<file path="src/rtl/moore_d_pkg.sv">
// Shared constants, types and elaboration-time helpers for the moore_d detector.
package moore_d_pkg;

    localparam int unsigned MAX_LEN   = 16;
    localparam int unsigned MAX_SW    = 5;
    localparam int unsigned TBL_IDX_W = MAX_SW + 1;
    localparam int unsigned TBL_DEPTH = 2 ** TBL_IDX_W;

    localparam logic [3:0] DEFAULT_PATTERN = 4'b1011;

    typedef logic [MAX_SW-1:0] st_t;
    // Indexed by {state, x}; unreachable state codes map to S0.
    typedef st_t [TBL_DEPTH-1:0] ns_tbl_t;

    // Ceiling log2 with a floor of one bit.
    function automatic int unsigned clog2(input int unsigned n);
        int unsigned w;
        w = 1;
        while ((32'd1 << w) < n) begin
            w++;
        end
        return w;
    endfunction

    // Pattern bit i in arrival order (i = 0 is the first bit received, the MSB).
    function automatic logic pattern_bit(input logic [MAX_LEN-1:0] pat,
                                         input int unsigned len,
                                         input int unsigned i);
        logic [MAX_LEN-1:0] s;
        s = pat >> (len - 1 - i);
        return s[0];
    endfunction

    // Next state = longest pattern prefix that is a suffix of (prefix_k, b).
    function automatic ns_tbl_t next_state_table(input logic [MAX_LEN-1:0] pat,
                                                 input int unsigned len);
        ns_tbl_t tbl;
        tbl = '0;
        for (int unsigned k = 0; k <= len; k++) begin
            for (int unsigned b = 0; b < 2; b++) begin
                int unsigned best;
                int unsigned lim;
                best = 0;
                lim  = (k + 1 < len) ? k + 1 : len;
                for (int unsigned j = 1; j <= lim; j++) begin
                    logic ok;
                    ok = 1'b1;
                    for (int unsigned m = 0; m < j; m++) begin
                        int unsigned c;
                        logic        cb;
                        c  = k + 1 - j + m;
                        cb = (c == k) ? 1'(b) : pattern_bit(pat, len, c);
                        if (cb != pattern_bit(pat, len, m)) begin
                            ok = 1'b0;
                        end
                    end
                    if (ok) begin
                        best = j;
                    end
                end
                tbl[TBL_IDX_W'(2 * k + b)] = MAX_SW'(best);
            end
        end
        return tbl;
    endfunction

endpackage

</file>
<file path="src/rtl/moore_d_dff_ar.sv">
// Parameterised-width D register with asynchronous active-low clear.
module dff_ar #(
    parameter int unsigned W = 1
) (
    input  logic         clk,
    input  logic         rst_n,
    input  logic [W-1:0] d,
    output logic [W-1:0] q
);

    // Clear immediately on reset, otherwise capture d on the rising edge.
    always_ff @(posedge clk or negedge rst_n) begin
        if (!rst_n) begin
            q <= '0;
        end else begin
            q <= d;
        end
    end

endmodule

</file>
<file path="src/rtl/moore_d.sv">
// Moore serial sequence detector: tracks the longest matched pattern prefix
// (overlap allowed) and flags a full match on z for one cycle per match.
module moore_d
    import moore_d_pkg::*;
#(
    parameter int unsigned     LEN     = 4,
    parameter logic [LEN-1:0]  PATTERN = LEN'(DEFAULT_PATTERN)
) (
    input  logic clk,
    input  logic reset,
    input  logic x,
    output logic z
);

    localparam int unsigned SW     = clog2(LEN + 1);
    localparam ns_tbl_t     NS_TBL = next_state_table(MAX_LEN'(PATTERN), LEN);

    logic [SW-1:0] state;
    logic [SW-1:0] state_nxt;
    logic          z_nxt;

    // Next-state lookup from the elaborated table; z is preloaded from it.
    always_comb begin
        state_nxt = '0;
        z_nxt     = 1'b0;
        state_nxt = SW'(NS_TBL[TBL_IDX_W'({state, x})]);
        z_nxt     = (state_nxt == SW'(LEN));
    end

    dff_ar #(.W(SW)) u_state (
        .clk   (clk),
        .rst_n (reset),
        .d     (state_nxt),
        .q     (state)
    );

    dff_ar #(.W(1)) u_z (
        .clk   (clk),
        .rst_n (reset),
        .d     (z_nxt),
        .q     (z)
    );

endmodule

</file>
<file path="config.mk">
export PLATFORM = sky130hd
export DESIGN_NAME = moore_d
export DESIGN_NICKNAME = d
export VERILOG_FILES = /design/src/rtl/moore_d_pkg.sv /design/src/rtl/moore_d_dff_ar.sv /design/src/rtl/moore_d.sv
export SDC_FILE = /design/constraint.sdc
export NUM_CORES = 1
export LEC_CHECK = 0
export CAP_MARGIN = 20
export CORE_AREA = 3 3 40 42
export DETAILED_ROUTE_END_ITERATION = 10
export DIE_AREA = 0 0 43 45
export GPL_TIMING_DRIVEN = 0
export PLACE_DENSITY = 0.4
export SLEW_MARGIN = 20
export SYNTH_ARGS = -nofsm -noshare
export SYNTH_HDL_FRONTEND = slang
export SYNTH_HIERARCHICAL = 1
export SYNTH_SLANG_ARGS = --single-unit
</file>
<file path="constraint.sdc">
create_clock -name clk -period 1.1 [get_ports clk]
set_input_delay 0.22 -clock clk [delete_from_list [all_inputs] [get_ports clk]]
set_output_delay 0.22 -clock clk [all_outputs]
set_load 0.01 [all_outputs]
</file>
==> flow_summary_export.csv, run 1 <==
group,metric,value,unit
final_layout,fin_util,23.86,%
global_route,grt_use_total,5.259,%
routing,post_drt_wl_per_cell,9.026,um
run,max-cap-violations,0,
clock_tree,hold_buffers,0,
placement,place_inst,36,
yosys,syn_avg_cell_area,12.30,sq um
final_layout,drive_above_1_share,29.17,%
final_layout,diodes,0,
sta,finalCriticalPeriod,1052,ps
sta,max_slew_margin,87.33,%
yosys,synth-xor-area-share,0,%
yosys,yosysUniqueCellTypes,10,
sta,fmax,951.0,MHz
global_route,antenna_found_initial,0,
floorplanning,start_util,17.23,%
yosys,muxShareOfSynthArea,9.040,%
final_layout,syn2layout_area_growth,38.42,%
yosys,ys_ff_latch,4,
clock_tree,clkLatencyLatePin,230,ps
floorplanning,die_x,43,um
final_layout,final_net_count,33,
yosys,synthTopCellsByArea,"dfrtp_1, ha_1, mux2i_1",
sta,fin_skew,5.091,ps
pwr,leakagePower,0.1402,nW
yosys,synth_area,221.5,sq um
routing,drt_iter0_drc,2,
sta,finalCritPeriodShare,95.59,%
worst_setup_path,cp.required,1210,ps
routing,drc_errors,0,
routing,drt.antenna.violating_nets,0,
sta,setup_viol,0,
worst_setup_path,critPathLaunchType,"register",
outcome,status,"finished, final reports clean",
final_layout,final_cell_area,306.5,sq um
global_route,grt_pass1_vias,148,
floorplanning,dieHeight,45,um
floorplanning,row_count,13,
yosys,synth_nets,25,
clock_tree,cts_root_buf,"clkbuf_4",
pwr,peakVddDrop,479.2,uV
routing,firstDrtPassIters,2,
clock_tree,cts_tree,"yes",
global_route,grt_max_degree,6,
sta,worst_slack,48.46,ps
worst_hold_path,hold_class,"in -> async",
placement,portBuffers,3,
floorplanning,die_area,1935,sq um
worst_setup_path,crit_fanout,3,
final_layout,final_cells,39,
yosys,synth_compound_area_share,5.085,%
placement,place_area,270.3,sq um
worst_setup_path,crit_type,"reg -> reg",
clock_tree,numCtsBuffers,3,
routing,dr_total_vias,145,
yosys,synth_top_area_share,45.20,%
routing,viasPerCell,3.718,
final_layout,layout_commonest_cell,"dfrtp_1",
sta,rsz0062_at_grt,"false",
floorplanning,core_area,1285,sq um
yosys,synth-adder-area-share,22.60,%
yosys,ys_warn_count,6,
yosys,synth-simple-area-share,14.69,%
yosys,synth_top_cell_by_area,"dfrtp_1",
final_layout,final_cell_mix,"dfrtp_1, clkbuf_4, mux2i_1, ha_1",
worst_setup_path,arrival,1160,ps
pwr,p_per_area,1841,nW/um^2
floorplanning,ios,4,
clock_tree,cts_sinks,4,
global_route,grt_pass1_wl,662,um
yosys,synth_top_family_by_area,"adder cells",
clock_tree,htree_levels,1,
placement,pre_cts_ws,-425.7,ps
final_layout,n_fill_cell,133,
worst_setup_path,worstSetupEndpointType,"register",
sta,slew_violations,0,
placement,place_congestion,0.6503,
sta,finalHoldViolCount,0,
routing,wl,352,um
clock_tree,clk_pin_slew,40,ps
sta,hold_ws,193.7,ps
clock_tree,cts_buffer_depth,2,
yosys,syn_inst,18,
global_route,grt_remaining_overflow,0,
yosys,ys_seq_area_share,45.20,%
sta,max_slew.worst_pin.slew,189.5,ps
placement,dp_hpwl,282.5,um
power by group:
group / leakage [nW] / internal (W) / total [W] / switching [W]
clock: 0.0138 / 0.000122 / 0.000175 / 0.0000537
sequential: 0.0524 / 0.000187 / 0.000233 / 0.0000462
combinational: 0.0740 / 0.0000883 / 0.000156 / 0.0000680
metal layers:
layer | vias to the layer above | global-route usage [%] | wire length, um
met5 | - | 0 | 0
met4 | 0 | 5.422 | 0
met3 | 0 | 4.781 | 13
met2 | 3 | 5.988 | 160
met1 | 65 | 5.340 | 178
li1 | 77 | - | -
path summary, 6_finish.rpt:
path                                 to          from  slack, ps  cells past startpoint
max in group asynchronous         u_z/q         reset        730                      1
setup reg to reg                  u_z/q  u_state/q[0]         50                      3
min in group clk           u_state/q[0]  u_state/q[2]        540                      1
setup / recovery                  u_z/q  u_state/q[0]         50                      3
hold / removal             u_state/q[1]         reset        190                      1
hold reg to reg            u_state/q[0]  u_state/q[2]        540                      1
cells by family after synthesis:
kind of cell | Yosys count
simple gates | 4
flops | 4
fa+ha+maj | 4
compound gates | 2
mux | 2
buf+inv | 2
cell usage after synthesis:
cell type / count
and3b_1: 1
dfrtp_1: 4
ha_1: 4
inv_1: 2
mux2i_1: 2
nand2_1: 1
nand3b_1: 1
nor3b_2: 1
o21ai_0: 1
o22ai_1: 1
worst max-delay path, stage by stage, from the launching register on:
cell and delay (ps):
dfrtp_1 400, ha_1 200, and3b_1 190, nor3b_2 150
per-stage QoR:
step	total power (W)	TNS, ps
floorplan	0.0003245	0
global placement	0.0003661	-1023
detailed placement	0.0003695	-1095
CTS	0.0005523	0
global route	0.0006267	0
finish	0.0005644	0
repair_timing:
action                     4_1_cts  5_1_grt
setup endpoints to repair        3        3
pin swaps                        0        0
resized for setup                2        4
setup buffers                    0        0
cloned                           0        0
sequential cells by signal, indices dropped and copies added, names as in the netlist:
name,flops
u_state/q,3
u_z/q,1
cell type report:
class	count	area, sq um	area share (%)
Sequential cell	4	100.1	32.65
Tap cell	15	18.77	6.122
Timing Repair Buffer	3	28.78	9.388
Multi-Input combinational cell	12	128.9	42.04
Clock buffer	3	22.52	7.347
Inverter	2	7.507	2.449
Power figures use the tool's default switching activity.
==> inputs of run 2 (changes only) <==
--- a/config.mk
+++ b/config.mk
@@ -7,10 +7,12 @@
 export LEC_CHECK = 0
 export CAP_MARGIN = 20
 export CORE_AREA = 3 3 40 42
+export CTS_CLUSTER_SIZE = 24
 export DETAILED_ROUTE_END_ITERATION = 10
 export DIE_AREA = 0 0 43 45
 export GPL_TIMING_DRIVEN = 0
 export PLACE_DENSITY = 0.4
+export SKIP_CTS_REPAIR_TIMING = 1
 export SLEW_MARGIN = 20
 export SYNTH_ARGS = -nofsm -noshare
 export SYNTH_HDL_FRONTEND = slang
==> run 2 against run 1 <==
  * Sequential power about the same
  * Worst hold slack unchanged
  * Highest routed layer unchanged
  * Critical path type unchanged
  * Wire length increased by 1.4%
  * Critical endpoint unchanged
  * Core utilization increased by 0.49 points
==> flow_summary_export.csv, run 2 (same netlist as run 1, synthesis figures left out) <==
group,metric,value,unit
floorplanning,core_area,1285,sq um
sta,slew_violations,0,
final_layout,fin_util,24.34,%
worst_setup_path,worstSetupEndpointType,"register",
sta,max_slew_margin,87.33,%
final_layout,largest_register_ffs,3,
sta,setup_viol,0,
placement,place_congestion,0.6503,
worst_setup_path,crit_fanout,3,
floorplanning,die_area,1935,sq um
routing,firstDrtPassIters,2,
clock_tree,clkLatencyLatePin,230,ps
sta,finalCriticalPeriod,1052,ps
routing,post_drt_wl_per_cell,9.154,um
global_route,grt_use_total,5.259,%
final_layout,top_regs,"u_state/q x3, u_z/q x1",
routing,wl,357,um
worst_setup_path,critPathLaunchType,"register",
worst_setup_path,cp.required,1210,ps
sta,max_slew.worst_pin.slew,189.5,ps
clock_tree,cts_buffer_depth,2,
routing,dr_total_vias,144,
floorplanning,die_x,43,um
worst_setup_path,arrival,1160,ps
global_route,antenna_found_initial,0,
worst_setup_path,slowest_delay,400,ps
routing,viasPerCell,3.692,
routing,drc_errors,0,
global_route,grt_pass1_vias,148,
floorplanning,start_util,17.23,%
clock_tree,clk_pin_slew,40,ps
floorplanning,dieHeight,45,um
routing,drt_iter0_drc,2,
final_layout,drive_above_1_share,29.17,%
floorplanning,row_count,13,
run,max-cap-violations,0,
sta,finalCritPeriodShare,95.59,%
worst_setup_path,regToRegSetupSlack,50,ps
final_layout,final_net_count,33,
routing,drt.antenna.violating_nets,0,
clock_tree,cts_tree,"yes",
final_layout,layout_commonest_cell,"dfrtp_1",
worst_setup_path,cpMaxStageDelayCell,"dfrtp_1",
placement,portBuffers,3,
sta,hold_ws,193.7,ps
clock_tree,cts_sinks,4,
placement,dp_hpwl,282.5,um
worst_setup_path,path_cells,"ha_1 > and3b_1 > nor3b_2",
worst_hold_path,hold_class,"in -> async",
sta,fmax,951.0,MHz
pwr,p_per_area,1809,nW/um^2
pwr,leakagePower,0.1652,nW
global_route,grt_max_degree,6,
global_route,grt_pass1_wl,662,um
final_layout,final_cell_mix,"dfrtp_1, clkbuf_4, mux2i_1, ha_1, dlymetal6s2s_1",
sta,fin_setup_tns,0,ps
sta,fin_skew,5.091,ps
final_layout,syn2layout_area_growth,41.24,%
sta,finalHoldViolCount,0,
worst_setup_path,ff2ff_path_depth,3,
final_layout,regMostFlops,"u_state/q",
outcome,status,"finished, final reports clean",
clock_tree,htree_levels,1,
clock_tree,cts_root_buf,"clkbuf_4",
worst_setup_path,crit_type,"reg -> reg",
floorplanning,ios,4,
final_layout,diodes,0,
clock_tree,numCtsBuffers,3,
global_route,grt_remaining_overflow,0,
pwr,peakVddDrop,479.4,uV
sta,rsz0062_at_grt,"false",
==> run 2: final timing paths <==
check                                     to          from
worst max-delay path                   u_z/q  u_state/q[0]
worst min-delay path            u_state/q[1]         reset
worst max register to register         u_z/q  u_state/q[0]
worst min register to register  u_state/q[0]  u_state/q[2]
max in group asynchronous              u_z/q         reset
min in group clk                u_state/q[0]             x
==> run 2: metrics by stage <==
stage               instances  cell area, sq um  setup WS [ps]  power (W)
floorplan                  18             221.5          100.7  0.0003245
global placement           36             270.3         -400.1  0.0003661
detailed placement         36             270.3         -425.7  0.0003695
CTS                        39             292.8         -197.7  0.0005558
global route               39             312.8          8.054  0.0006282
finish                     39             312.8          48.46  0.0005658
==> run 2: routing by layer <==
layer  up-vias  part of all wire [%]  global-route usage [%]
met5         -                     0                       0
met4         0                     0                   5.422
met3         0                   4.2                   4.781
met2         3                    45                   5.988
met1        65                    50                   5.340
li1         76                     -                       -
==> run 2: where the power goes <==
group          leakage (nW)  total [W]  internal, W  switching, W
clock network        0.0138   0.000175     0.000122     0.0000537
registers            0.0524   0.000233     0.000187     0.0000461
logic                0.0990   0.000158    0.0000898     0.0000681
==> run 2: final cells by class <==
class / count / area [sq um]
Sequential cell: 4 / 100.1
Fill cell: 130 / 972.2
Multi-Input combinational cell: 12 / 128.9
Inverter: 2 / 7.507
Clock buffer: 3 / 22.52
Timing Repair Buffer: 3 / 35.03
Tap cell: 15 / 18.77
==> run 2: critical path, delay by kind of cell (launching register included) <==
| family | cells | cell delay, ps |
|---|---|---|
| and+or+nand+nor | 2 | 340 |
| DFF | 1 | 400 |
| adders and majority gates | 1 | 200 |
==> edit: new RTL, settings of run 1 <==
Register the output `z`; this adds one clock of latency there. Comments in the files are not updated.
--- a/src/rtl/moore_d.sv
+++ b/src/rtl/moore_d.sv
@@ -14,6 +14,8 @@
 
     localparam int unsigned SW     = clog2(LEN + 1);
     localparam ns_tbl_t     NS_TBL = next_state_table(MAX_LEN'(PATTERN), LEN);
+
+    logic z_d;
 
     logic [SW-1:0] state;
     logic [SW-1:0] state_nxt;
@@ -38,8 +40,12 @@
         .clk   (clk),
         .rst_n (reset),
         .d     (z_nxt),
-        .q     (z)
+        .q     (z_d)
     );
+
+    always_ff @(posedge clk) begin
+        z <= z_d;
+    end
 
 endmodule
 
Check against the original RTL: not equivalent (a bounded check fails within 10 cycles, from zero or initial values and one cycle with reset low).
==> edit against run 1 <==
  * Sequential cell count is 1 higher
  * Synthesized area is 5.6% higher
  * Die area stayed put
  * Design area is 8.6% higher
  * Final cell count is 10% higher
  * Sequential power is 18% higher
  * Sequential share of layout area is 3.4 points higher
  * Total power is 17% higher
  * Via count is 15% higher
  * Worst hold slack worse by 12 ps
  * First-iteration DRC count is 100% lower
  * Setup slack better by 35 ps
  * Routed wire length is 7.7% higher
  * Combinational power is 16% higher
  * Highest routed layer unchanged
==> edit: results (changes against run 1) <==
status=completed (unchanged); Starting DRT DRC Count=0 (was 2); first-pass GRT wire length=696 um (was 662 um); final-layout clock buffer total=4 (was 3); met1 Resource Use GR=5.81% (was 5.34%); Place WS=-438 ps (was -426 ps); met3 wire len=26 um (was 13 um); Placed Area=283 um2 (was 270 um2); met2 Usage GRT=6.29% (was 5.99%); WL met1=186 um (was 178 um); internal power=0.464 mW (was 0.396 mW); vias per cell=3.88 (was 3.72); Least-Margin Pin Slew=206 ps (was 190 ps); clock sink count=5 (was 4); largest cells by area after synthesis=dfrtp_1, ha_1, dfxtp_1, mux2i_1, inv_1 (was dfrtp_1, ha_1, mux2i_1, nor3b_2, and3b_1); Placed Cells=38 (was 36); adder and majority cell fraction of the synthesized area=21.4% (was 22.6%); per-cell routed wire length=8.81 um (was 9.03 um); P&R area growth vs syn=42.2% (was 38.4%); 1st-pass router iterations=1 (was 2); bufs w/o clock=4 (was 3); Non-clock buffering overhead=10.5% (was 9.39%); Multi-input comb cells=13 (was 12); met3 GRT Util=5.18% (was 4.78%); Fill cells=139 (was 133); worst path arrival time=1130 ps (was 1160 ps); RD Place Congestion=0.642 (was 0.650); GRT Util Overall=5.59% (was 5.26%); post-cts sizing count=3 (was 2)
[edit: changes by cell type after synthesis, sizes merged]
cell,delta
and3b,-1
dfxtp,+1
nor4,+1
nor3b,-1
nand2,+1
nor2,+1
[edit: worst paths after layout]
kind                       cells after the start                   start  slack [ps]                      to
setup / recovery                               4  u_state/q[0]$_DFF_PN0_          80  u_state/q[1]$_DFF_PN0_
hold / removal                                 1                   reset         180  u_state/q[1]$_DFF_PN0_
setup reg to reg                               4  u_state/q[0]$_DFF_PN0_          80  u_state/q[1]$_DFF_PN0_
hold reg to reg                                0         u_z/q$_DFF_PN0_         340               z$_DFF_P_
max in group asynchronous                      1                   reset         750         u_z/q$_DFF_PN0_
min in group clk                               0         u_z/q$_DFF_PN0_         340               z$_DFF_P_
[edit: cells by family (layout without fill, tap and decap cells)]
kind of cell               Yosys count  after routing
DFF                                  5              5
adders and majority gates            4              4
AOI/OAI and AO/OA                    2              2
and+or+nand+nor                      5              5
muxes                                2              2
buffers and inverters                2             10
